<file path="src/rtl/gamepad_step_unit_pkg.sv">
// Shared definitions for the gamepad step unit: command encoding, gamepad
// bit positions, mode encoding, the pending-request record and a decoder
// from command code to the one-hot {remover, girar, avancar} outputs.
package gamepad_step_unit_pkg;

  typedef enum logic [1:0] {
    CMD_NONE    = 2'd0,
    CMD_AVANCAR = 2'd1,
    CMD_GIRAR   = 2'd2,
    CMD_REMOVER = 2'd3
  } cmd_t;

  typedef enum logic {
    MODE_MANUAL = 1'b0,
    MODE_AUTO   = 1'b1
  } mode_t;

  localparam int PAD_WIDTH   = 12;
  localparam int PAD_AVANCAR = 0;
  localparam int PAD_GIRAR   = 1;
  localparam int PAD_REMOVER = 2;
  localparam int PAD_AUTO    = 11;

  // Slots of the five conditioned inputs inside the debouncer bank.
  localparam int IDX_AVANCAR = 0;
  localparam int IDX_GIRAR   = 1;
  localparam int IDX_REMOVER = 2;
  localparam int IDX_AUTO    = 3;
  localparam int IDX_MCLK    = 4;
  localparam int NUM_INPUTS  = 5;

  typedef struct packed {
    logic valid;
    cmd_t cmd;
  } pending_t;

  // Returns {remover, girar, avancar}; CMD_NONE decodes to all zero.
  function automatic logic [2:0] cmd_onehot(input cmd_t cmd);
    logic [2:0] bits;
    bits = 3'b000;
    case (cmd)
      CMD_AVANCAR: bits = 3'b001;
      CMD_GIRAR:   bits = 3'b010;
      CMD_REMOVER: bits = 3'b100;
      default:     bits = 3'b000;
    endcase
    return bits;
  endfunction

endpackage

</file>
<file path="src/rtl/gamepad_step_unit_input_debounce.sv">
// input_debounce: conditions one raw asynchronous input.
//   2-FF synchronizer -> debouncer (stable + counter) -> rising-edge detect.
// Ports:
//   clock, reset (async active-low)
//   raw         : asynchronous input
//   stable      : debounced level (registered)
//   stable_next : value stable takes at the next edge (lets other state
//                 update in the same edge as stable)
//   rise        : stable went 0->1 at the last edge (one cycle)
module input_debounce #(
  parameter int DEBOUNCE_CYCLES = 4
) (
  input  logic clock,
  input  logic reset,
  input  logic raw,
  output logic stable,
  output logic stable_next,
  output logic rise
);

  localparam int CW = (DEBOUNCE_CYCLES > 1) ? $clog2(DEBOUNCE_CYCLES) : 1;
  localparam logic [CW-1:0] LAST = CW'(DEBOUNCE_CYCLES - 1);

  logic          sync1_q;
  logic          sync2_q;
  logic [CW-1:0] cnt_q;
  logic          stable_q;
  logic          stable_d_q;
  logic          update;

  // The counter already holds DEBOUNCE_CYCLES-1 mismatching cycles, so this
  // mismatching cycle is the DEBOUNCE_CYCLES-th one.
  assign update = (sync2_q != stable_q) && (cnt_q == LAST);

  always_ff @(posedge clock or negedge reset) begin
    if (!reset) begin
      sync1_q    <= 1'b0;
      sync2_q    <= 1'b0;
      cnt_q      <= '0;
      stable_q   <= 1'b0;
      stable_d_q <= 1'b0;
    end else begin
      sync1_q    <= raw;
      sync2_q    <= sync1_q;
      stable_d_q <= stable_q;
      if (update) begin
        stable_q <= sync2_q;
        cnt_q    <= '0;
      end else if (sync2_q != stable_q) begin
        cnt_q <= cnt_q + CW'(1);
      end else begin
        cnt_q <= '0;
      end
    end
  end

  assign stable      = stable_q;
  assign stable_next = update ? sync2_q : stable_q;
  assign rise        = stable_q & ~stable_d_q;

endmodule

</file>
<file path="src/rtl/gamepad_step_unit.sv">
// gamepad_step_unit: conditions the gamepad and manual-clock inputs, chooses
// manual or automatic stepping and emits one-cycle step pulses to the map
// engine, released only while v_sync is high.
// Ports:
//   clock, reset (async active-low)
//   gamepad_input[11:0] : [0] avancar, [1] girar, [2] remover, [11] auto level
//   manual_clock        : single-step button
//   v_sync              : release window (high = step may be released)
//   clock_robo          : one-cycle step pulse
//   avancar/girar/remover : command qualifiers, only during clock_robo
//   flag_mode           : 1 = auto mode; a direct decode of the mode FSM state
module gamepad_step_unit
  import gamepad_step_unit_pkg::*;
#(
  parameter int DEBOUNCE_CYCLES = 4,
  parameter int AUTO_PERIOD     = 8
) (
  input  logic                 clock,
  input  logic                 reset,
  input  logic [PAD_WIDTH-1:0] gamepad_input,
  input  logic                 manual_clock,
  input  logic                 v_sync,
  output logic                 clock_robo,
  output logic                 avancar,
  output logic                 girar,
  output logic                 remover,
  output logic                 flag_mode
);

  localparam int ACW = (AUTO_PERIOD > 2) ? $clog2(AUTO_PERIOD) : 1;
  localparam logic [ACW-1:0] AUTO_RELOAD = ACW'(AUTO_PERIOD - 1);

  // ---------------- input conditioning ----------------
  logic [NUM_INPUTS-1:0] raw_bits;
  logic [NUM_INPUTS-1:0] stable;
  logic [NUM_INPUTS-1:0] stable_next;
  logic [NUM_INPUTS-1:0] rise;

  assign raw_bits[IDX_AVANCAR] = gamepad_input[PAD_AVANCAR];
  assign raw_bits[IDX_GIRAR]   = gamepad_input[PAD_GIRAR];
  assign raw_bits[IDX_REMOVER] = gamepad_input[PAD_REMOVER];
  assign raw_bits[IDX_AUTO]    = gamepad_input[PAD_AUTO];
  assign raw_bits[IDX_MCLK]    = manual_clock;

  for (genvar i = 0; i < NUM_INPUTS; i++) begin : g_deb
    input_debounce #(.DEBOUNCE_CYCLES(DEBOUNCE_CYCLES)) u_deb (
      .clock       (clock),
      .reset       (reset),
      .raw         (raw_bits[i]),
      .stable      (stable[i]),
      .stable_next (stable_next[i]),
      .rise        (rise[i])
    );
  end

  // Pad bits 10:3 carry nothing for this stage; only the auto debouncer's
  // look-ahead and the button edges are consumed.
  logic unused_bits;
  assign unused_bits = ^{gamepad_input[10:3], stable, rise[IDX_AUTO],
                         stable_next[IDX_AVANCAR], stable_next[IDX_GIRAR],
                         stable_next[IDX_REMOVER], stable_next[IDX_MCLK]};

  // ---------------- mode FSM ----------------
  // Follows the look-ahead of the debounced auto bit so the state register
  // (and flag_mode) changes in the same edge as the debounced level.
  mode_t mode_q;
  mode_t mode_next;
  logic  mode_change;

  always_ff @(posedge clock or negedge reset) begin
    if (!reset) mode_q <= MODE_MANUAL;
    else        mode_q <= mode_next;
  end

  always_comb begin
    mode_next = stable_next[IDX_AUTO] ? MODE_AUTO : MODE_MANUAL;
  end

  always_comb begin
    flag_mode   = (mode_q == MODE_AUTO);
    mode_change = (mode_next != mode_q);
  end

  // ---------------- request generation ----------------
  logic [ACW-1:0] auto_cnt_q;
  logic           req_valid;
  cmd_t           req_cmd;

  always_comb begin
    req_valid = 1'b0;
    req_cmd   = CMD_NONE;
    if (mode_q == MODE_MANUAL) begin
      if (rise[IDX_REMOVER]) begin
        req_valid = 1'b1;
        req_cmd   = CMD_REMOVER;
      end else if (rise[IDX_GIRAR]) begin
        req_valid = 1'b1;
        req_cmd   = CMD_GIRAR;
      end else if (rise[IDX_AVANCAR]) begin
        req_valid = 1'b1;
        req_cmd   = CMD_AVANCAR;
      end else if (rise[IDX_MCLK]) begin
        req_valid = 1'b1;
      end
    end else begin
      req_valid = (auto_cnt_q == '0);
    end
  end

  // Runs in auto mode whether or not the pending slot is free.
  always_ff @(posedge clock or negedge reset) begin
    if (!reset) begin
      auto_cnt_q <= AUTO_RELOAD;
    end else if (mode_change) begin
      auto_cnt_q <= AUTO_RELOAD;
    end else if (mode_q == MODE_AUTO) begin
      if (auto_cnt_q == '0) auto_cnt_q <= AUTO_RELOAD;
      else                  auto_cnt_q <= auto_cnt_q - ACW'(1);
    end
  end

  // ---------------- pending slot and release ----------------
  // Handshake: pend_q.valid is the producer's valid, v_sync is the
  // consumer's ready. A step transfers in a cycle where both are high;
  // valid stays asserted with its cmd unchanged until that transfer, and
  // while valid is high any further request is dropped.
  pending_t pend_q;
  logic     release_step;

  assign release_step = pend_q.valid && v_sync && !mode_change;

  always_ff @(posedge clock or negedge reset) begin
    if (!reset) begin
      pend_q <= '0;
    end else if (mode_change) begin
      pend_q <= '0;
    end else if (release_step) begin
      pend_q.valid <= 1'b0;
    end else if (!pend_q.valid && req_valid) begin
      pend_q.valid <= 1'b1;
      pend_q.cmd   <= req_cmd;
    end
  end

  always_ff @(posedge clock or negedge reset) begin
    if (!reset) begin
      clock_robo <= 1'b0;
      avancar    <= 1'b0;
      girar      <= 1'b0;
      remover    <= 1'b0;
    end else begin
      clock_robo <= release_step;
      if (release_step) {remover, girar, avancar} <= cmd_onehot(pend_q.cmd);
      else              {remover, girar, avancar} <= 3'b000;
    end
  end

endmodule

</file>
<file path="config.mk">
export PLATFORM = sky130hd
export DESIGN_NAME = gamepad_step_unit
export DESIGN_NICKNAME = d
export VERILOG_FILES = /design/src/rtl/gamepad_step_unit_pkg.sv /design/src/rtl/gamepad_step_unit_input_debounce.sv /design/src/rtl/gamepad_step_unit.sv
export SDC_FILE = /design/constraint.sdc
export NUM_CORES = 1
export LEC_CHECK = 0
export CAP_MARGIN = 20
export CORE_MARGIN = 2
export CORE_UTILIZATION = 30
export CTS_BUF_LIST = sky130_fd_sc_hd__clkbuf_4 sky130_fd_sc_hd__clkbuf_8 sky130_fd_sc_hd__clkbuf_16
export CTS_CLUSTER_SIZE = 16
export DETAILED_ROUTE_END_ITERATION = 10
export GPL_ROUTABILITY_DRIVEN = 0
export PLACE_DENSITY = 0.5
export SYNTH_ARGS = -nofsm -noshare
export SYNTH_HDL_FRONTEND = slang
export SYNTH_SLANG_ARGS = --single-unit
</file>
<file path="constraint.sdc">
create_clock -name clock -period 3.95 [get_ports clock]
set_input_delay 1.185 -clock clock [delete_from_list [all_inputs] [get_ports clock]]
set_output_delay 1.185 -clock clock [all_outputs]
set_load 0.02 [all_outputs]
</file>
==> results of run 1 <==
## placed cells by master, fill, tap and decap left out
cell / n
a21bo_2: 1
mux2_2: 3
nand2_1: 4
nor3_1: 7
o2bb2ai_1: 1
a31oi_1: 3
nand3_1: 1
clkdlybuf4s50_1: 11
clkbuf_8: 5
nor3b_1: 5
dfstp_2: 3
inv_1: 6
o21ai_0: 2
dfrtp_1: 36
nor2b_1: 3
inv_2: 1
o21a_1: 1
nand2b_1: 4
nor2_1: 7
clkbuf_4: 2
clkinv_2: 1
or3_1: 2
and3_1: 1
a21oi_1: 6
nor4b_1: 1
buf_2: 1
xnor2_1: 5
ha_1: 8
## per-stage QoR
stage | hold WS [ns] | power (mW) | util [%] | cell area [µm²]
detailed placement | 0.337 | 0.988 | 35.0 | 1640
finish | 0.351 | 1.24 | 36.9 | 1730
global placement | 0.332 | 0.962 | 35.0 | 1640
global route | 0.361 | 1.35 | 36.9 | 1730
floorplan | 0.331 | 0.880 | - | 1460
CTS | 0.354 | 1.26 | 36.9 | 1730
## cells by family after synthesis
family | Yosys count | share of synthesized area (%)
flip-flops | 39 | 67.2
AND/OR/NAND/NOR | 35 | 13.0
AO/OA/AOI/OAI | 14 | 5.83
adder cells (fa/ha/maj) | 8 | 6.86
buffers and inverters | 7 | 1.80
XOR/XNOR | 5 | 3.00
multiplexers | 3 | 2.32
## worst max-delay path by stage
stage | startpoint | to | slack [ns] | depth (start not counted)
3_3_place_gp | flag_mode$_DFF_PN0_ | flag_mode | 1.67 | 1
2_1_floorplan | flag_mode$_DFF_PN0_ | pend_q[0]$_DFFE_PN0P_ | 2.19 | 6
5_1_grt | flag_mode$_DFF_PN0_ | flag_mode | 1.29 | 1
3_5_place_dp | flag_mode$_DFF_PN0_ | flag_mode | 1.66 | 1
6_report | flag_mode$_DFF_PN0_ | flag_mode | 1.36 | 1
4_1_cts | flag_mode$_DFF_PN0_ | flag_mode | 1.34 | 1
## routing by layer
| layer | share of wire (%) | up-vias |
|---|---|---|
| li1 | - | 413 |
| met5 | 0 | - |
| met2 | 49 | 15 |
| met3 | 4.4 | 5 |
| met1 | 44 | 424 |
| met4 | 2.3 | 0 |
## registers in the layout (all words and copies together), names as in the netlist
signal / flops
g_deb.u_deb.cnt_q: 10
g_deb.u_deb.sync1_q: 5
g_deb.u_deb.sync2_q: 5
g_deb.u_deb.stable: 4
g_deb.u_deb.stable_d_q: 4
auto_cnt_q: 3
pend_q: 3
avancar: 1
clock_robo: 1
flag_mode: 1
girar: 1
remover: 1
## area by class of cell
cell class              instances  area (µm²)  share of cell area, %
well taps                      54        67.6                   3.90
clock buffers                   7        83.8                   4.84
repair buffers                 12         115                   6.65
clock inverters                 1        5.00                  0.289
multi-input cells              65         453                   26.2
flip-flops and latches         39         980                   56.6
inverters                       7        26.3                   1.52
## synth_stat cells, drive strengths merged
master	instances	area share, %
a21oi	6	2.1
nand2b	4	1.7
nor2b	3	1.3
a31oi	3	1.3
o2bb2ai	1	0.60
nand2	4	1.0
dfstp	3	5.4
o21ai	2	0.69
or3	2	0.86
nor3	7	2.4
o21a	1	0.51
mux2	3	2.3
dfrtp	36	62
and3	1	0.43
xnor2	5	3.0
nor4b	1	0.60
ha	8	6.9
a21bo	1	0.69
nand3	1	0.34
nor2	7	1.8
inv	7	1.8
nor3b	5	2.6
## power by group through the flow
stage	Clock [mW]	Combinational [mW]	Sequential, mW
finish	0.263	0.369	0.604
floorplan	0	0.277	0.603
global placement	0	0.359	0.604
global route	0.300	0.429	0.619
CTS	0.277	0.377	0.605
detailed placement	0	0.375	0.612
==> impl_metrics.csv, run 1 <==
group,metric,value,unit
setup_path,reg2reg_slack,2.06,ns
placed_design,dpl.cell_count,177,
pwr,internal_power,847,µW
worst_hold_path,whs_endpoint,"g_deb[4].u_deb.sync2_q$_DFF_PN0_",
global_routing,grtUsageMet2,15.3,%
worst_hold_path,hold_path_depth,0,
run_status,status,"completed",
pwr,seqPwrFrac,48.9,%
setup_path,cp.required,2.76,ns
synthesis,synth.distinct_cells,23,
global_routing,grt_max_degree,40,
clock_network,cts_setup_buffers,0,
setup_path,crit_path_max_fanout,7,
detailed_routing,drt_iter0_markers,27,
timing,tns,0,ns
final_layout,area_growth,18.6,%
final_layout,layout-drive-gt1-share,13.0,%
synthesis,synth.avg_cell_area,13.1,µm²
detailed_routing,post_drt_wl_per_cell,11.4,µm
detailed_routing,drtAntennaViolNets,0,
placed_design,hpwl,1460,µm
global_routing,grt_overflow,0,
clock_network,clock_path_buffers,2,
pwr,swShare,31.5,%
pwr,p_comb_share,29.8,%
timing,worst_slew_pin_slew,0.839,ns
setup_path,cp.arrival,1.41,ns
timing,setup_ws,1.36,ns
flow_run,drv_cap,0,
setup_path,cp_num_buf_inv,1,
pwr,cellPowerDensity,714,nW/µm²
final_layout,diodes,0,
worst_hold_path,hold_class,"flip-flop to flip-flop",
timing,final_hold_viol_count,0,
global_routing,globalRouteMet3Util,4.53,%
clock_network,cts-root-buf,"clkbuf_8",
clock_network,clk_pin_slew,0.07,ns
timing,max_freq,386,MHz
die,die_area,5440,µm²
die,num_rows,25,
detailed_routing,vias,857,
timing,slew_viol_final,0,
setup_path,rr_endpoint,"pend_q[0]$_DFFE_PN0P_",
timing,maxSlewHeadroom,44.0,%
setup_path,critPathKind,"flip-flop to primary output",
timing,grt_setup_unrepaired,"no",
die,core_region_area,4690,µm²
detailed_routing,drc,0,
setup_path,r2r-start,"g_deb[3].u_deb.cnt_q[0]$_DFF_PN0_",
global_routing,first_global_vias,866,
pwr,switchingPower,389,µW
final_layout,final_cell_count_no_fill,185,
die,start_util,31.1,%
synthesis,synth_fp_nets,135,
worst_hold_path,worstHoldStart,"g_deb[4].u_deb.sync1_q$_DFF_PN0_",
clock_network,cts_tree,"yes",
setup_path,critical-path-top-delay-family,"buffers and inverters",
die,die_height,73.7,µm
timing,min_period_over_period,65.6,%
synthesis,ys_ff_latch,39,
global_routing,grtUsageMet1,11.3,%
detailed_routing,dr.pass1.iters,4,
clock_network,cts.sinks,39,
synthesis,syn_inst,111,
synthesis,ys_warn_count,0,
setup_path,critPathLaunchType,"flip-flop",
placed_design,port_buffers,12,
setup_path,rr_worst_depth,6,
synthesis,yosysSeqAreaShare,67.2,%
detailed_routing,routed_wl,2110,µm
setup_path,end_kind,"primary output",
final_layout,nNetsFinal,154,
pwr,power_frac_clock,21.3,%
die,io_pins,21,
timing,fin_crit,2.59,ns
setup_path,cp_cell_sequence,"clkdlybuf4s50_1",
clock_network,cts_htree_levels,2,
placed_design,place_ws,1.66,ns
timing,finalSetupViolations,0,
final_layout,fillCellCount,462,
clock_network,clk_latency,0.28,ns
die,die_w,73.7,µm
global_routing,antenna_found_initial,0,
setup_path,cp_slowest_stage_delay,0.65,ns
global_routing,grt_busiest_layer,"met2",
timing,skew,0.00239,ns
pwr,p_leak,0.793,nW
pwr,peakVddDrop,0.225,mV
detailed_routing,avgViaCountPerCell,4.63,
setup_path,critical_path.slowest_cell,"clkdlybuf4s50_1",
synthesis,syn_area,1460,µm²
clock_network,cts_made_buffers,5,
clock_network,post_cts_resized,0,
global_routing,track_usage,9.80,%
global_routing,grt_pass1_wl,3910,µm
clock_network,postCtsHoldBufs,0,
(Power assumes the default switching activity.)
==> run 2, diff against run 1 <==
PLACE_DENSITY = 0.52   (was 0.5)
clock period = 2.1 ns   (was 3.95 ns; I/O delays follow)
==> run 2 against run 1 <==
First-iteration DRC count rose by 3.7%. Register-to-register slack worse by 1.8 ns. Sequential power up 87%. Combinational power increased by 89%. Clock power rose by 140%. Die area unchanged.
==> impl_metrics.csv, run 2 (same netlist as run 1, synthesis figures left out) <==
group,metric,value,unit
die,core_region_area,4690,µm²
final_layout,largest_register_ff_count,10,
global_routing,antenna_found_initial,0,
detailed_routing,dr.pass1.iters,4,
setup_path,rr_endpoint,"pend_q[0]$_DFFE_PN0P_",
setup_path,cp_common_cell,"ha_1",
final_layout,diodes,0,
pwr,p_leak,0.827,nW
setup_path,cp.required,2.32,ns
final_layout,area_growth,22.1,%
setup_path,end_kind,"flip-flop",
timing,maxSlewHeadroom,67.8,%
timing,grt_setup_unrepaired,"no",
pwr,cellPowerDensity,1390,nW/µm²
clock_network,cts.sinks,39,
final_layout,reg_top3,"g_deb.u_deb.cnt_q: 10 flops, g_deb.u_deb.sync1_q: 5 flops, g_deb.u_deb.sync2_q: 5 flops",
die,die_area,5440,µm²
detailed_routing,routed_wl,2110,µm
clock_network,cts_setup_buffers,0,
setup_path,critPathLaunchType,"flip-flop",
clock_network,clk_latency,0.29,ns
global_routing,grt_overflow,0,
setup_path,crit_path_max_fanout,8,
placed_design,port_buffers,12,
setup_path,critical-path-top-delay-family,"adder cells",
placed_design,place_ws,0.245,ns
timing,skew,0.00304,ns
detailed_routing,drc,0,
timing,finalSetupViolations,0,
final_layout,final_common_cell,"dfrtp_1",
flow_run,drv_cap,0,
setup_path,cp_slowest_stage_delay,0.40,ns
timing,min_period_over_period,89.4,%
final_layout,fillCellCount,441,
pwr,power,2.47,mW
setup_path,critPathCapture,"pend_q[0]$_DFFE_PN0P_",
pwr,peakVddDrop,0.359,mV
timing,final_hold_viol_count,0,
detailed_routing,drtAntennaViolNets,0,
run_status,status,"completed",
die,io_pins,21,
final_layout,layout-drive-gt1-share,13.6,%
clock_network,cts_made_buffers,5,
final_layout,mostFrequentLayoutCells,"36 x dfrtp_1, 10 x clkdlybuf4s50_1, 8 x ha_1",
global_routing,track_usage,10.2,%
setup_path,reg2reg_slack,0.22,ns
setup_path,crit_cells,6,
clock_network,cts_htree_levels,2,
die,start_util,31.1,%
timing,worst_slew_pin_slew,0.483,ns
timing,tns,0,ns
timing,fin_crit,1.88,ns
timing,max_freq,533,MHz
clock_network,postCtsHoldBufs,0,
setup_path,critical_path.slowest_cell,"or3_1",
clock_network,cts_tree,"yes",
final_layout,nNetsFinal,155,
setup_path,cp_num_buf_inv,1,
detailed_routing,drt_iter0_markers,28,
timing,slew_viol_final,0,
detailed_routing,post_drt_wl_per_cell,11.3,µm
setup_path,rr_worst_depth,6,
die,die_w,73.7,µm
global_routing,first_global_vias,884,
detailed_routing,avgViaCountPerCell,4.58,
setup_path,cp.arrival,2.10,ns
final_layout,top_register,"g_deb.u_deb.cnt_q",
worst_hold_path,hold_class,"primary input to async pin",
setup_path,r2r-start,"g_deb[3].u_deb.cnt_q[0]$_DFF_PN0_",
die,num_rows,25,
global_routing,grt_max_degree,21,
placed_design,hpwl,1480,µm
setup_path,critPathKind,"flip-flop to flip-flop",
setup_path,cp_cell_sequence,"ha_1 -> o21ai_0 -> inv_1 -> ha_1 -> or3_1 -> o2bb2ai_1",
timing,setup_ws,0.223,ns
clock_network,clk_pin_slew,0.07,ns
clock_network,clock_path_buffers,2,
clock_network,cts-root-buf,"clkbuf_8",
setup_path,crit_start,"g_deb[3].u_deb.cnt_q[0]$_DFF_PN0_",
die,die_height,73.7,µm
detailed_routing,vias,852,
global_routing,grt_pass1_wl,3970,µm
run 2: cell types whose count changed in the layout (fill, tap and decap cells not counted), sizes merged:
cell	change
buf	+1
bufinv	+1
clkbuf	-1
clkdlybuf4s50	-1
dlymetal6s2s	+1
run 2: how the worst min path moves through the flow:
| stage | startpoint | endpoint | depth (start not counted) |
|---|---|---|---|
| floorplan | reset | avancar$_DFF_PN0_ | 0 |
| global placement | g_deb[0].u_deb.sync1_q$_DFF_PN0_ | g_deb[0].u_deb.sync2_q$_DFF_PN0_ | 0 |
| detailed placement | g_deb[3].u_deb.sync1_q$_DFF_PN0_ | g_deb[3].u_deb.sync2_q$_DFF_PN0_ | 0 |
| CTS | reset | g_deb[2].u_deb.sync1_q$_DFF_PN0_ | 1 |
| global route | reset | g_deb[2].u_deb.cnt_q[1]$_DFF_PN0_ | 1 |
| finish | reset | g_deb[1].u_deb.sync1_q$_DFF_PN0_ | 1 |
run 2: power by group:
| part | leakage [nW] | total (mW) | internal (mW) | switching [mW] |
|---|---|---|---|---|
| clock network | 0.0612 | 0.637 | 0.384 | 0.253 |
| registers | 0.482 | 1.13 | 0.991 | 0.144 |
| logic | 0.284 | 0.697 | 0.345 | 0.352 |
| total | 0.827 | 2.47 | 1.72 | 0.749 |
run 2: routing by layer:
layer / vias to the layer above / wire (µm) / GRT usage, %
met5: - / 0 / 0
met3: 4 / 131 / 5.08
li1: 418 / - / -
met1: 409 / 927 / 11.6
met2: 21 / 1010 / 15.4
met4: 0 / 38 / 6.06
run 2: layout make-up:
| cell class | count | area (µm²) | area share, % |
|---|---|---|---|
| clock inverters | 2 | 35.0 | 1.97 |
| multi-input cells | 65 | 453 | 25.4 |
| flip-flops and latches | 39 | 980 | 55.0 |
| well taps | 54 | 67.6 | 3.79 |
| clock buffers | 6 | 82.6 | 4.63 |
| repair buffers | 13 | 138 | 7.72 |
| inverters | 7 | 26.3 | 1.47 |
run 2: timing repair:
item / 4_1_cts / 5_1_grt
endpoints found under the hold margin: 0 / 0
resized for setup: 0 / 1
setup endpoints to repair: 0 / 1
run 2: stage by stage:
step	util [%]	area (µm²)	instances	hold slack, ns
after detailed placement	35.4	1660	178	0.336
after floorplan	-	1460	111	0.331
after global routing	38.0	1780	186	0.313
final	38.0	1780	186	0.295
after CTS	37.9	1780	186	0.307
after global placement	35.4	1660	178	0.333
==> patch: new RTL, config.mk and constraints of run 2 <==
Put a register stage on the output `flag_mode`, with the module's reset. The value now appears one clock later. The other outputs are not delayed to match.
--- a/src/rtl/gamepad_step_unit.sv
+++ b/src/rtl/gamepad_step_unit.sv
@@ -30,4 +30,6 @@
   localparam int ACW = (AUTO_PERIOD > 2) ? $clog2(AUTO_PERIOD) : 1;
   localparam logic [ACW-1:0] AUTO_RELOAD = ACW'(AUTO_PERIOD - 1);
+
+  logic flag_mode_d;
 
   // ---------------- input conditioning ----------------
@@ -78,5 +80,5 @@
 
   always_comb begin
-    flag_mode   = (mode_q == MODE_AUTO);
+    flag_mode_d = (mode_q == MODE_AUTO);
     mode_change = (mode_next != mode_q);
   end
@@ -156,4 +158,12 @@
   end
 
+  always_ff @(posedge clock or negedge reset) begin
+    if (!reset) begin
+      flag_mode <= '0;
+    end else begin
+      flag_mode <= flag_mode_d;
+    end
+  end
+
 endmodule
 
Function: changed (Yosys sat finds a counterexample within 10 cycles, from zero or initial values and one cycle with reset low).
==> patch against run 2 <==
Global-route usage down 0.49 points. Total power decreased by 1.5%. Die area is 3.5% higher. Count of clock-buffer cells in the layout is 2 higher. Cell area grew 2.0%. Area after synthesis is 3.7% higher. Routed wire length grew 5.9%. Setup slack improved by 0.038 ns. Utilization about the same. Sequential cell count is 1 higher.
==> patch: results (changes against run 2) <==
outcome: complete, no violations
peak supply drop: 0.533 mV (+49%)
Hold Path Class: in -> async
synth top area cells: dfrtp_1 61%, ha_1 6.6%, dfstp_2 5.2%
cell family with most CP delay: buffers and inverters
top cells by count, synth: 37 x dfrtp_1, 8 x ha_1, 7 x nor3_1
Initial DRC Count: 55 (+96%)
Max Clock Skew: 0.00396 ns (+0.000915 ns)
CTS Buf Count: 5 (unchanged)
slowest cell on the critical path: clkdlybuf4s50_1
count of buffers from port buffering: 12 (unchanged)
# H-tree levels: 2 (unchanged)
share of layout cells above drive strength 1: 0.120 (-0.0161)
via-per-instance ratio: 4.46 (-2.6%)
Leak: 0.833 nW (+0.70%)
routed len/inst: 11.2 um (-1.5%)
measured slew at the worst slew-check pin: 0.482 ns (-0.000787 ns)
multiplexer share of the synthesized area: 0.0298 (+0.00662)
first-pass GRT wire length: 3940 um (-0.71%)
Post-Synth Adder-Cell Area: 0.0662 (-0.00244)
root buf cell: clkbuf_8
crit-path max FO: 1 (-7)
vias in the first global route: 933 (+5.5%)
Netlist cell types: 24 (+4.3%)
pin count of the biggest net entering global routing: 22 (+4.8%)
Clock Latency Late Sink: 0.28 ns
Seq/Total Area, Yosys: 0.664 (-0.00734)
Syn Nets: 137 (+1.5%)
DP HPWL: 1660 um (+12%)
complex-gate fraction of the synthesized area: 0.0513 (-0.00704)
Syn. warnings: 0 (unchanged)
Total GRT Usage: 0.0972 (-0.00495)
Synth async-reset ratio: 1.00 (unchanged)
CP max stage delay: 0.60 ns (+0.20 ns)
Layout Nets: 156 (+0.65%)
fill cell count: 459 (+4.1%)
largest buffer count on any clock path: 2 (unchanged)
Worst EP arrival: 1.21 ns (-0.89 ns)
worst reg2reg path depth: 7 (+1)
xor and xnor area share after synthesis: 0.0289 (-0.00107)
patch: changes by cell type in the layout (fill, tap and decap cells not counted), moves of 2 or more:
cell	delta
and3_1	+3
clkbuf_4	+2
mux2_1	+4
mux2_2	-3
nand4_1	+2
nor2_1	-3
nor2b_1	-2
o21ai_0	-2
or3_1	-2
patch: power by group:
group / leakage (nW) / internal [mW] / total, mW / switching [mW]
registers: 0.493 / 1.02 / 1.19 / 0.165
logic: 0.287 / 0.348 / 0.719 / 0.372
clock network: 0.0523 / 0.293 / 0.527 / 0.233
patch: per-stage QoR:
stage                     hold slack [ns]  std cells  cell area [um^2]  worst slack, ns
after floorplan                     0.331        113              1510            0.562
after global placement              0.333        192              1720            0.432
after detailed placement            0.337        192              1720            0.327
after CTS                           0.311        200              1820            0.242
after global routing                0.330        200              1820            0.131
final                               0.298        200              1820            0.261
patch: layout make-up:
type | instances | area [um^2] | area share
timing repair buffer | 13 | 135 | 0.0743
multi-input combinational | 65 | 470 | 0.259
sequential | 40 | 1000 | 0.553
tap | 67 | 83.8 | 0.0461
inverter | 7 | 26.3 | 0.0145
clock buffer | 8 | 97.6 | 0.0537
patch: kinds of logic (layout without fill, tap and decap cells):
logic type      after synthesis  count (layout)
flops                        40              40
simple gates                 35              35
compound gates               13              13
fa+ha+maj                     8               8
buf+inv                       8              28
xor+xnor                      5               5
mux                           4               4
patch: worst paths after layout:
kind	from	end	slack, ns
min in group clock	g_deb[0].u_deb.sync1_q	g_deb[0].u_deb.sync2_q	0.35
min reg2reg	g_deb[0].u_deb.sync1_q	g_deb[0].u_deb.sync2_q	0.35
max	flag_mode	flag_mode	0.26
max in group asynchronous	reset	auto_cnt_q[2]	1.25
max reg2reg	g_deb[3].u_deb.cnt_q[0]	auto_cnt_q[0]	0.33
min	reset	clock_robo	0.30
patch: metal layers:
layer	wire (um)	track usage	vias up
li1	-	-	422
met1	987	0.108	442
met2	1090	0.152	21
met3	93	0.0361	7
met4	63	0.0714	0
met5	0	0	-
